## config.mk

```make
export PLATFORM = sky130hd
export DESIGN_NAME = adder_arbiter
export DESIGN_NICKNAME = d
export VERILOG_FILES = /design/src/rtl/adder_arbiter.sv
export SDC_FILE = /design/constraint.sdc
export NUM_CORES = 1
export LEC_CHECK = 0
export CAP_MARGIN = 5
export CELL_PAD_IN_SITES_DETAIL_PLACEMENT = 1
export CELL_PAD_IN_SITES_GLOBAL_PLACEMENT = 1
export CORE_MARGIN = 2
export CORE_UTILIZATION = 25
export DETAILED_ROUTE_END_ITERATION = 8
export GPL_TIMING_DRIVEN = 1
export HOLD_SLACK_MARGIN = 0.06
export PLACE_DENSITY_LB_ADDON = 0.2
export SYNTH_ARGS = -nofsm -noshare
export SYNTH_HDL_FRONTEND = slang
export SYNTH_SLANG_ARGS = --single-unit
```

## constraint.sdc

```tcl
create_clock -name clk -period 4.34 [get_ports clk]
set_input_delay 0.868 -clock clk [delete_from_list [all_inputs] [get_ports clk]]
set_output_delay 0.868 -clock clk [all_outputs]
set_load 0.01 [all_outputs]
```

## src/rtl/adder_arbiter.sv

```systemverilog
// adder_arbiter: round-robin arbiter sharing one registered adder among NUM_REQ requesters.
// Define ADDER_ARBITER_STATS_EN to add a saturating txn_count of completed responses.
module adder_arbiter #(
    parameter int NUM_REQ = 4,
    parameter int WIDTH   = 8,
    localparam int IDW    = (NUM_REQ > 1) ? $clog2(NUM_REQ) : 1
) (
    input  logic                     clk,
    input  logic                     rst,
    input  logic [NUM_REQ-1:0]       req_valid,
    output logic [NUM_REQ-1:0]       req_ready,
    input  logic [NUM_REQ*WIDTH-1:0] req_a,
    input  logic [NUM_REQ*WIDTH-1:0] req_b,
    output logic [WIDTH-1:0]         add_a,
    output logic [WIDTH-1:0]         add_b,
    output logic                     add_valid,
    input  logic [WIDTH-1:0]         add_sum,
    input  logic                     add_carry,
    output logic                     rsp_valid,
    input  logic                     rsp_ready,
    output logic [IDW-1:0]           rsp_id,
    output logic [WIDTH-1:0]         rsp_sum,
    output logic                     rsp_carry
`ifdef ADDER_ARBITER_STATS_EN
    ,
    output logic [15:0]              txn_count
`endif
);

    typedef enum logic [1:0] {
        S_IDLE,
        S_ISSUE,
        S_WAIT,
        S_RESP
    } state_e;

    state_e           state_q, state_d;
    logic [IDW-1:0]   last_q;
    logic [IDW-1:0]   id_q;
    logic [WIDTH-1:0] op_a_q, op_b_q;
    logic [WIDTH-1:0] sum_q;
    logic             carry_q;

    logic             grant_found;
    logic [IDW-1:0]   grant_idx;
    logic [WIDTH-1:0] sel_a, sel_b;
    logic             accept;

    // Search starts one past the previous winner so every requester gets a turn.
    always_comb begin
        logic [IDW-1:0] cand;
        cand        = '0;
        grant_found = 1'b0;
        grant_idx   = '0;
        for (int i = 1; i <= NUM_REQ; i++) begin
            cand = IDW'((int'(last_q) + i) % NUM_REQ);
            if (!grant_found && req_valid[cand]) begin
                grant_found = 1'b1;
                grant_idx   = cand;
            end
        end
    end

    always_comb begin
        sel_a = '0;
        sel_b = '0;
        for (int i = 0; i < NUM_REQ; i++) begin
            if (grant_idx == IDW'(i)) begin
                sel_a = req_a[i*WIDTH +: WIDTH];
                sel_b = req_b[i*WIDTH +: WIDTH];
            end
        end
    end

    assign accept = (state_q == S_IDLE) && grant_found && !rst;

    always_ff @(posedge clk) begin
        if (rst) begin
            state_q <= S_IDLE;
        end else begin
            state_q <= state_d;
        end
    end

    always_comb begin
        state_d = state_q;
        unique case (state_q)
            S_IDLE:  if (grant_found) state_d = S_ISSUE;
            S_ISSUE: state_d = S_WAIT;
            S_WAIT:  state_d = S_RESP;
            S_RESP:  if (rsp_ready) state_d = S_IDLE;
            default: state_d = S_IDLE;
        endcase
    end

    always_comb begin
        req_ready = '0;
        add_valid = 1'b0;
        rsp_valid = 1'b0;
        unique case (state_q)
            S_IDLE:  if (accept) req_ready[grant_idx] = 1'b1;
            S_ISSUE: add_valid = 1'b1;
            S_WAIT:  ;
            S_RESP:  rsp_valid = 1'b1;
            default: ;
        endcase
    end

    always_ff @(posedge clk) begin
        if (rst) begin
            last_q  <= IDW'(NUM_REQ - 1);
            id_q    <= '0;
            op_a_q  <= '0;
            op_b_q  <= '0;
            sum_q   <= '0;
            carry_q <= 1'b0;
        end else begin
            if (accept) begin
                last_q <= grant_idx;
                id_q   <= grant_idx;
                op_a_q <= sel_a;
                op_b_q <= sel_b;
            end
            if (state_q == S_WAIT) begin
                sum_q   <= add_sum;
                carry_q <= add_carry;
            end
        end
    end

    assign add_a     = op_a_q;
    assign add_b     = op_b_q;
    assign rsp_id    = id_q;
    assign rsp_sum   = sum_q;
    assign rsp_carry = carry_q;

`ifdef ADDER_ARBITER_STATS_EN
    logic [15:0] txn_q;

    always_ff @(posedge clk) begin
        if (rst) begin
            txn_q <= '0;
        end else if (state_q == S_RESP && rsp_ready && txn_q != 16'hFFFF) begin
            txn_q <= txn_q + 16'd1;
        end
    end

    assign txn_count = txn_q;
`endif

endmodule

```

==> results of run 1 <==
-- kinds of logic after synthesis --
kind of cell	synth area share
fa+ha+maj	0.0273
simple gates	0.156
compound gates	0.319
mux	0.0874
buf+inv	0.0724
flops	0.339
-- routing by layer --
layer	part of all wire	wire, um
met1	0.45	2930
met5	0	0
met2	0.47	3070
met3	0.081	532
met4	0.0071	47
-- area by class of cell --
class	instances	area, um2
timing repair buffer	119	1170
clock inverter	2	12.5
tap	99	124
multi-input combinational	161	1080
fill	845	4050
clock buffer	6	72.6
inverter	11	41.3
sequential	31	621
-- power by group through the flow --
stage / combinational (mW) / sequential (mW) / clock, mW
5_1_grt: 1.16 / 0.480 / 0.251
6_report: 1.05 / 0.463 / 0.227
2_1_floorplan: 0.590 / 0.502 / 0
4_1_cts: 1.07 / 0.465 / 0.239
3_3_place_gp: 1.05 / 0.465 / 0
3_5_place_dp: 1.06 / 0.470 / 0
-- layout by cell type, fill, tap and decap left out, drive strengths merged, types with 6 or more instances in the layout --
cell type      Yosys  layout
a21boi            10      10
a211o              9       9
mux2i             16      16
a2bb2oi            8       8
nand2             16      16
inv               11      11
clkbuf             8       6
clkdlybuf4s50      0     111
dfxtp             31      31
nor2              26      26
buf                8       8
a211oi            16      16
o21ai             11      11
a21oi             21      21
-- worst paths after layout --
path                                   start      endpoint  slack (ns)  depth (start not counted)
worst min register to register      add_b[0]      add_b[0]        0.45                          2
worst max-delay path            req_valid[1]  req_ready[3]        0.39                          7
worst max register to register    state_q[1]      add_a[7]        2.17                          6
worst min-delay path                add_b[0]      add_b[0]        0.45                          2
-- metrics by stage --
step / instance area (um2) / hold slack [ns] / utilization / setup slack, ns
2_1_floorplan: 1830 / 0.476 / - / 1.45
3_3_place_gp: 3040 / 0.439 / 0.423 / 0.516
5_1_grt: 3120 / 0.475 / 0.435 / 0.195
4_1_cts: 3120 / 0.454 / 0.435 / 0.386
6_report: 3120 / 0.450 / 0.435 / 0.393
3_5_place_dp: 3040 / 0.443 / 0.423 / 0.403
-- worst max-delay path, cell delays in order --
cell and delay (ns):
clkdlybuf4s50_1 0.53, nor2_1 0.30, nand3b_1 0.21, buf_4 0.18, nand2_1 0.08, nor4_1 0.31
clkdlybuf4s50_1 0.61
-- flip-flops by register name (all words and copies together) (netlist names) --
name and count:
rsp_carry 1, state_q 2, add_b 8, rsp_sum 8, add_a 8, rsp_id 2, last_q 2
-- cell usage after synthesis --
cell       count  area, um2
o21ai_4        1       16.3
buf_1          1       3.75
nor3_2         1       10.0
o21ai_0       10       50.1
a211o_1        9       78.8
or3_1          1       6.26
buf_6          2       22.5
buf_2          4       20.0
nand2_1       16       60.1
nor2b_1        2       12.5
a31oi_1        1       6.26
mux2i_1       16        160
and3_1         1       6.26
a2bb2oi_1      8       70.1
a211oi_2       7       87.6
a21oi_2        1       8.76
nor4_1         4       25.0
nand2b_1       3       18.8
o21bai_1       1       7.51
nor3_1         3       15.0
nand3b_1       1       7.51
o311ai_1       1       8.76
and2_1         3       18.8
a21oi_1       20        100
a21boi_1      10       75.1
dfxtp_1       31        621
clkbuf_1       8       30.0
ha_1           4       50.1
nor2_1        26       97.6
a211oi_1       9       67.6
o21a_1         1       7.51
inv_1         11       41.3
and2b_1        1       7.51
buf_8          1       15.0
==> flow_summary.yaml, run 1 <==
status:
  status: "complete, no violations"
power_and_ir_drop:
  p_seq_frac: 0.266
  irDropWorstVdd_v: 0.000209
  p_leak_nw: 1.19
  power_frac_clock: 0.131
  p_int_mw: 1.04
  sw_frac_of_total: 0.403
  power.switching_uw: 700
  p_per_area_mw_per_mm2: 556
  finalPower_mw: 1.74
  pwr-share-comb: 0.603
critical_path:
  crit_path_start_kind: "primary input"
  worstPathArrival_ns: 3.08
  required_ns: 3.47
  worst_setup_path_end_kind: "primary output"
  crit_fanout: 9
  critPathKind: "primary input to primary output"
layout:
  final_cell_count_no_fill: 429
  drive_gt1_frac: 0.0788
  nets: 413
  diodes: 0
  syn_to_final_growth_pct: 70.4
cts:
  h-tree-depth: 2
  cts_tree: "done"
  cts-root-buf: "clkbuf_8"
  cts_inserted_buffers: 5
  holdBufCountCts: 0
  clock-sinks: 31
  cts_resized: 0
  postCtsSetupRepairBufs: 0
  worstSkewPairLatency_ns: 0.28
  clock_path_buffers: 2
  cts.clk_slew.worst_paths_ns: 0.07
placed_design:
  gp_congestion: 0.765
  dp_hpwl_mm: 5.08
  dp.cells: 421
  portBuffers: 112
detailed_routing:
  post_drt_wl_per_cell_um: 15.3
  post_drt_via_cell_ratio: 4.72
  drt_pass1_iterations: 4
  ant_nets: 0
  drtIter0Drc: 39
  vias: 2027
  drc_errors: 0
  finalWirelength_mm: 6.58
grt:
  grt_start_max_net_pins: 36
  grt_use_total: 0.164
  grt_pass1_vias: 2020
  grtUsageMet3: 0.0548
  met2_usage: 0.268
  grt-busiest-layer: "met2"
  grt_pass1_wl_mm: 10.1
  grt_antenna_before_repair: 0
  overflow: 0
  met1_usage: 0.212
run:
  maxCapViolations: 0
logic_synthesis:
  synth_warnings: 0
  ys_ff_latch: 31
  synth.distinct_cells: 34
  netlist_area_mm2: 0.00183
  syn_avg_cell_area_um2: 8.37
  synthCells: 219
  synth_nets: 303
  ys_seq_area_frac: 0.339
die:
  placementRows: 31
  fp.dieH_um: 89.6
  coreArea_mm2: 0.00718
  io_pins: 113
  start_util: 0.255
  die_area_mm2: 0.00803
  die_width_um: 89.6
worst_hold_path:
  hold_path_class: "flip-flop to flip-flop"
timing:
  max_slew_margin: 0.368
  finalSetupTns_ns: 0
  finalCriticalPeriod_ns: 3.95
  hold_viol_final: 0
  post-route-period-util: 0.909
  rsz0062_at_grt: "false"
  setup_viol: 0
  max_freq_mhz: 253
  clock_skew_ns: 0.00410
  finalMaxSlewViolations: 0
  worstMarginPinSlew_ns: 0.942
No activity file was read; power rests on OpenSTA's default activity.
==> inputs of run 2 (changes only) <==
--- a/config.mk
+++ b/config.mk
@@ -10,6 +10,7 @@
 export CELL_PAD_IN_SITES_GLOBAL_PLACEMENT = 1
 export CORE_MARGIN = 2
 export CORE_UTILIZATION = 25
+export CTS_BUF_LIST = sky130_fd_sc_hd__clkbuf_2
 export DETAILED_ROUTE_END_ITERATION = 8
 export GPL_TIMING_DRIVEN = 1
 export HOLD_SLACK_MARGIN = 0.06
==> flow_summary.yaml, run 2 (synthesis gave the netlist of run 1 again) <==
detailed_routing:
  post_drt_via_cell_ratio: 4.71
  vias: 2020
  drtIter0Drc: 28
  drc_errors: 0
  finalWirelength_mm: 6.59
  drt_pass1_iterations: 4
  post_drt_wl_per_cell_um: 15.4
  ant_nets: 0
timing:
  max_freq_mhz: 254
  setup_viol: 0
  finalSetupTns_ns: 0
  post-route-period-util: 0.907
  fin_hold_ws_ns: 0.462
  hold_viol_final: 0
  finalMaxSlewViolations: 0
  clock_skew_ns: 0.00941
  max_slew_margin: 0.370
  worstMarginPinSlew_ns: 0.939
  finalCriticalPeriod_ns: 3.94
  rsz0062_at_grt: "false"
cts:
  clock-sinks: 31
  cts_resized: 0
  cts_inserted_buffers: 5
  h-tree-depth: 2
  clock_path_buffers: 2
  cts-root-buf: "clkbuf_2"
  cts_tree: "done"
  cts.clk_slew.worst_paths_ns: 0.19
  worstSkewPairLatency_ns: 0.38
  holdBufCountCts: 0
  postCtsSetupRepairBufs: 0
layout:
  seq_area_um2: 621
  nets: 413
  fill_cells: 848
  syn_to_final_growth_pct: 68.1
  diodes: 0
  final_cell_count_no_fill: 429
  drive_gt1_frac: 0.0818
  multi_input_area_mm2: 0.00108
  final_common_cell: "clkdlybuf4s50_1"
  layout_common_cells: "111 x clkdlybuf4s50_1, 31 x dfxtp_1, 26 x nor2_1, 20 x a21oi_1"
die:
  coreArea_mm2: 0.00718
  die_width_um: 89.6
  placementRows: 31
  die_area_mm2: 0.00803
  start_util: 0.255
  io_pins: 113
  fp.dieH_um: 89.6
power_and_ir_drop:
  p_per_area_mw_per_mm2: 541
  pwr-share-comb: 0.630
  irDropWorstVdd_v: 0.000198
  p_leak_nw: 1.18
  sw_frac_of_total: 0.420
  p_seq_frac: 0.278
  p_int_uw: 966
  power.switching_uw: 700
  power_frac_clock: 0.092
grt:
  grt_start_max_net_pins: 36
  grt_use_total: 0.167
  grt_antenna_before_repair: 0
  grt_pass1_wl_mm: 10.1
  grt_pass1_vias: 2009
  overflow: 0
critical_path:
  crit_path_start_kind: "primary input"
  crit_fanout: 9
  critPathKind: "primary input to primary output"
  worstPathArrival_ns: 3.07
  worst_setup_path_end_kind: "primary output"
  required_ns: 3.47
  r2r_setup_slack_ns: 2.15
worst_hold_path:
  hold_path_class: "flip-flop to flip-flop"
placed_design:
  dp.cells: 421
  portBuffers: 112
  gp_congestion: 0.765
  dp_hpwl_mm: 5.08
run:
  maxCapViolations: 0
status:
  status: "complete, no violations"
## run 2: cell counts in the layout (fill, tap and decap cells not counted)
No cell type changed its count.
## run 2: path summary, 6_finish.rpt
| kind | start | to | cells after the start |
|---|---|---|---|
| max | req_valid[1] | req_ready[3] | 7 |
| min | add_b[0] | add_b[0] | 2 |
| max reg2reg | state_q[1] | add_a[7] | 6 |
| min reg2reg | add_b[0] | add_b[0] | 2 |
## run 2: metal layers
layer,share of wire,track usage,wire [um]
met5,0,0,0
met3,0.082,0.0576,540
met2,0.46,0.268,3030
met1,0.45,0.212,2950
met4,0.012,0.0461,76
## run 2: critical path, cell delays in order
cell and delay [ns]:
clkdlybuf4s50_1 0.53, nor2_1 0.30, nand3b_1 0.21, buf_4 0.18
nand2_1 0.08, nor4_1 0.30, clkdlybuf4s50_1 0.61
## run 2: cell type report
type | instances | area share
multi-input combinational | 161 | 0.352
clock inverter | 2 | 0.00406
sequential | 31 | 0.201
clock buffer | 6 | 0.00975
timing repair buffer | 119 | 0.379
inverter | 11 | 0.0134
tap | 99 | 0.0402
## run 2: per-stage QoR
step	util	power [mW]	worst slack (ns)	cell area, um2
after floorplan	-	1.09	1.45	1830
after global placement	0.423	1.52	0.516	3040
after detailed placement	0.423	1.54	0.403	3040
after CTS	0.429	1.69	0.386	3080
after global routing	0.429	1.82	0.195	3080
final	0.429	1.67	0.402	3080
## run 2: power groups by stage
stage | Combinational [mW] | Clock (mW) | Sequential [mW]
3_5_place_dp | 1.06 | 0 | 0.470
4_1_cts | 1.07 | 0.161 | 0.464
5_1_grt | 1.16 | 0.173 | 0.478
3_3_place_gp | 1.05 | 0 | 0.465
2_1_floorplan | 0.590 | 0 | 0.502
6_report | 1.05 | 0.153 | 0.463
==> inputs of run 3 (changes only) <==
--- a/config.mk
+++ b/config.mk
@@ -15,6 +15,7 @@
 export GPL_TIMING_DRIVEN = 1
 export HOLD_SLACK_MARGIN = 0.06
 export PLACE_DENSITY_LB_ADDON = 0.2
+export REMOVE_ABC_BUFFERS = 1
 export SYNTH_ARGS = -nofsm -noshare
 export SYNTH_HDL_FRONTEND = slang
 export SYNTH_SLANG_ARGS = --single-unit
==> flow_summary.yaml, run 3 (synthesis gave the netlist of run 1 again) <==
critical_path:
  cp_slowest_cell: "clkdlybuf4s50_1"
  cpMostUsedCell: "clkdlybuf4s50_1"
  worst_setup_path_end_kind: "primary output"
  r2r-start: "last_q[1]"
  crit_path_start_kind: "primary input"
  r2r_end: "add_a[4]"
  max_stage_delay_ns: 0.63
  worstPathArrival_ns: 3.16
  path_cells: "clkdlybuf4s50_1 -> and2b_1 -> nor3_2 -> o21ai_4 -> nor4_1 -> clkdlybuf4s50_1"
  critPathKind: "primary input to primary output"
  crit_fanout: 7
  required_ns: 3.47
  reg2reg_depth: 7
  r2r_setup_slack_ns: 2.45
timing:
  max_freq_mhz: 248
  setup_viol: 0
  finalSetupTns_ns: 0
  worstMarginPinSlew_ns: 0.686
  finalMaxSlewViolations: 0
  hold_viol_final: 0
  max_slew_margin: 0.541
  post-route-period-util: 0.929
  clock_skew_ns: 0.00934
  rsz0062_at_grt: "false"
  finalCriticalPeriod_ns: 4.03
power_and_ir_drop:
  irDropWorstVdd_v: 0.000222
  p_per_area_mw_per_mm2: 550
  p_leak_nw: 1.20
cts:
  clock-sinks: 31
  holdBufCountCts: 0
  worstSkewPairLatency_ns: 0.39
  cts_tree: "done"
  h-tree-depth: 2
  cts_resized: 0
  cts_inserted_buffers: 5
  cts.clk_slew.worst_paths_ns: 0.17
  clock_path_buffers: 2
  postCtsSetupRepairBufs: 0
  cts-root-buf: "clkbuf_2"
layout:
  fin_area_mm2: 0.00312
  diodes: 0
  syn_to_final_growth_pct: 70.3
  nets: 415
  layout_common_cells: "112 x clkdlybuf4s50_1, 31 x dfxtp_1, 26 x nor2_1, 20 x a21oi_1"
  final_common_cell: "clkdlybuf4s50_1"
  drive_gt1_frac: 0.0813
detailed_routing:
  finalWirelength_mm: 6.69
  ant_nets: 0
  post_drt_wl_per_cell_um: 15.5
  drt_pass1_iterations: 4
  drc_errors: 0
  drtIter0Drc: 61
  post_drt_via_cell_ratio: 4.73
  vias: 2039
die:
  die_width_um: 89.6
  start_util: 0.255
  coreArea_mm2: 0.00718
  placementRows: 31
  fp.dieH_um: 89.6
  die_area_mm2: 0.00803
  io_pins: 113
worst_hold_path:
  hold_path_class: "flip-flop to flip-flop"
  hold_depth: 2
  holdCritStartpoint: "add_a[7]"
  holdPathEnd: "add_a[7]"
run:
  maxCapViolations: 0
grt:
  grt_antenna_before_repair: 0
  grt_pass1_wl_mm: 9.92
  grt_start_max_net_pins: 19
  grt_use_total: 0.164
  grt_pass1_vias: 2063
  overflow: 0
status:
  status: "complete, no violations"
placed_design:
  dp_hpwl_mm: 5.21
  gp_congestion: 0.816
  dpl_cell_area_mm2: 0.00306
  portBuffers: 112
## run 3: cell types whose count changed in the layout (fill, tap and decap cells not counted), sizes merged
cell / delta
buf: +1
bufinv: +1
clkbuf: -1
clkdlybuf4s50: +1
clkinv: +1
clkinvlp: -1
## run 3: power breakdown
part           internal, mW  switching [mW]  total (mW)
combinational         0.533           0.516        1.05
clock                0.0947           0.108       0.202
sequential            0.393          0.0727       0.466
total                  1.02           0.696        1.72
## run 3: per-stage QoR
stage / instances / total power, mW / util / hold WS [ns] / setup slack (ns)
after global routing: 431 / 1.85 / 0.435 / 0.492 / 0.193
after floorplan: 203 / 1.04 / - / 0.470 / 1.31
after detailed placement: 423 / 1.54 / 0.426 / 0.447 / 0.332
final: 431 / 1.72 / 0.435 / 0.464 / 0.310
after global placement: 423 / 1.51 / 0.426 / 0.439 / 0.275
after CTS: 431 / 1.74 / 0.435 / 0.467 / 0.303
## run 3: final cells by class
| cell class | instances | area (um2) |
|---|---|---|
| flip-flops and latches | 31 | 621 |
| clock buffers | 5 | 25.0 |
| clock inverters | 3 | 38.8 |
| fillers | 844 | 4050 |
| multi-input cells | 161 | 1080 |
| well taps | 99 | 124 |
| repair buffers | 121 | 1190 |
| inverters | 11 | 41.3 |
## run 3: how the worst max path moves through the flow
stage | from | endpoint | slack [ns] | depth (start not counted)
after detailed placement | req_valid[1] | req_ready[0] | 0.33 | 6
after CTS | req_valid[1] | req_ready[0] | 0.30 | 6
after global routing | req_valid[1] | req_ready[0] | 0.19 | 6
after floorplan | req_valid[0] | req_ready[1] | 1.31 | 4
after global placement | req_valid[1] | req_ready[0] | 0.28 | 6
final | req_valid[1] | req_ready[0] | 0.31 | 6
## run 3: layer usage
layer / track usage / routed length, um / vias to the layer above
met5: 0 / 0 / -
met3: 0.0356 / 327 / 11
met2: 0.281 / 3340 / 55
met1: 0.199 / 2880 / 969
li1: - / - / 1004
met4: 0.0624 / 153 / 0
## run 3: critical path: cells and delay by family
| family | cells | cell delay (ns) |
|---|---|---|
| and+or+nand+nor | 3 | 0.97 |
| buffers and inverters | 2 | 1.17 |
| AOI/OAI and AO/OA | 1 | 0.15 |
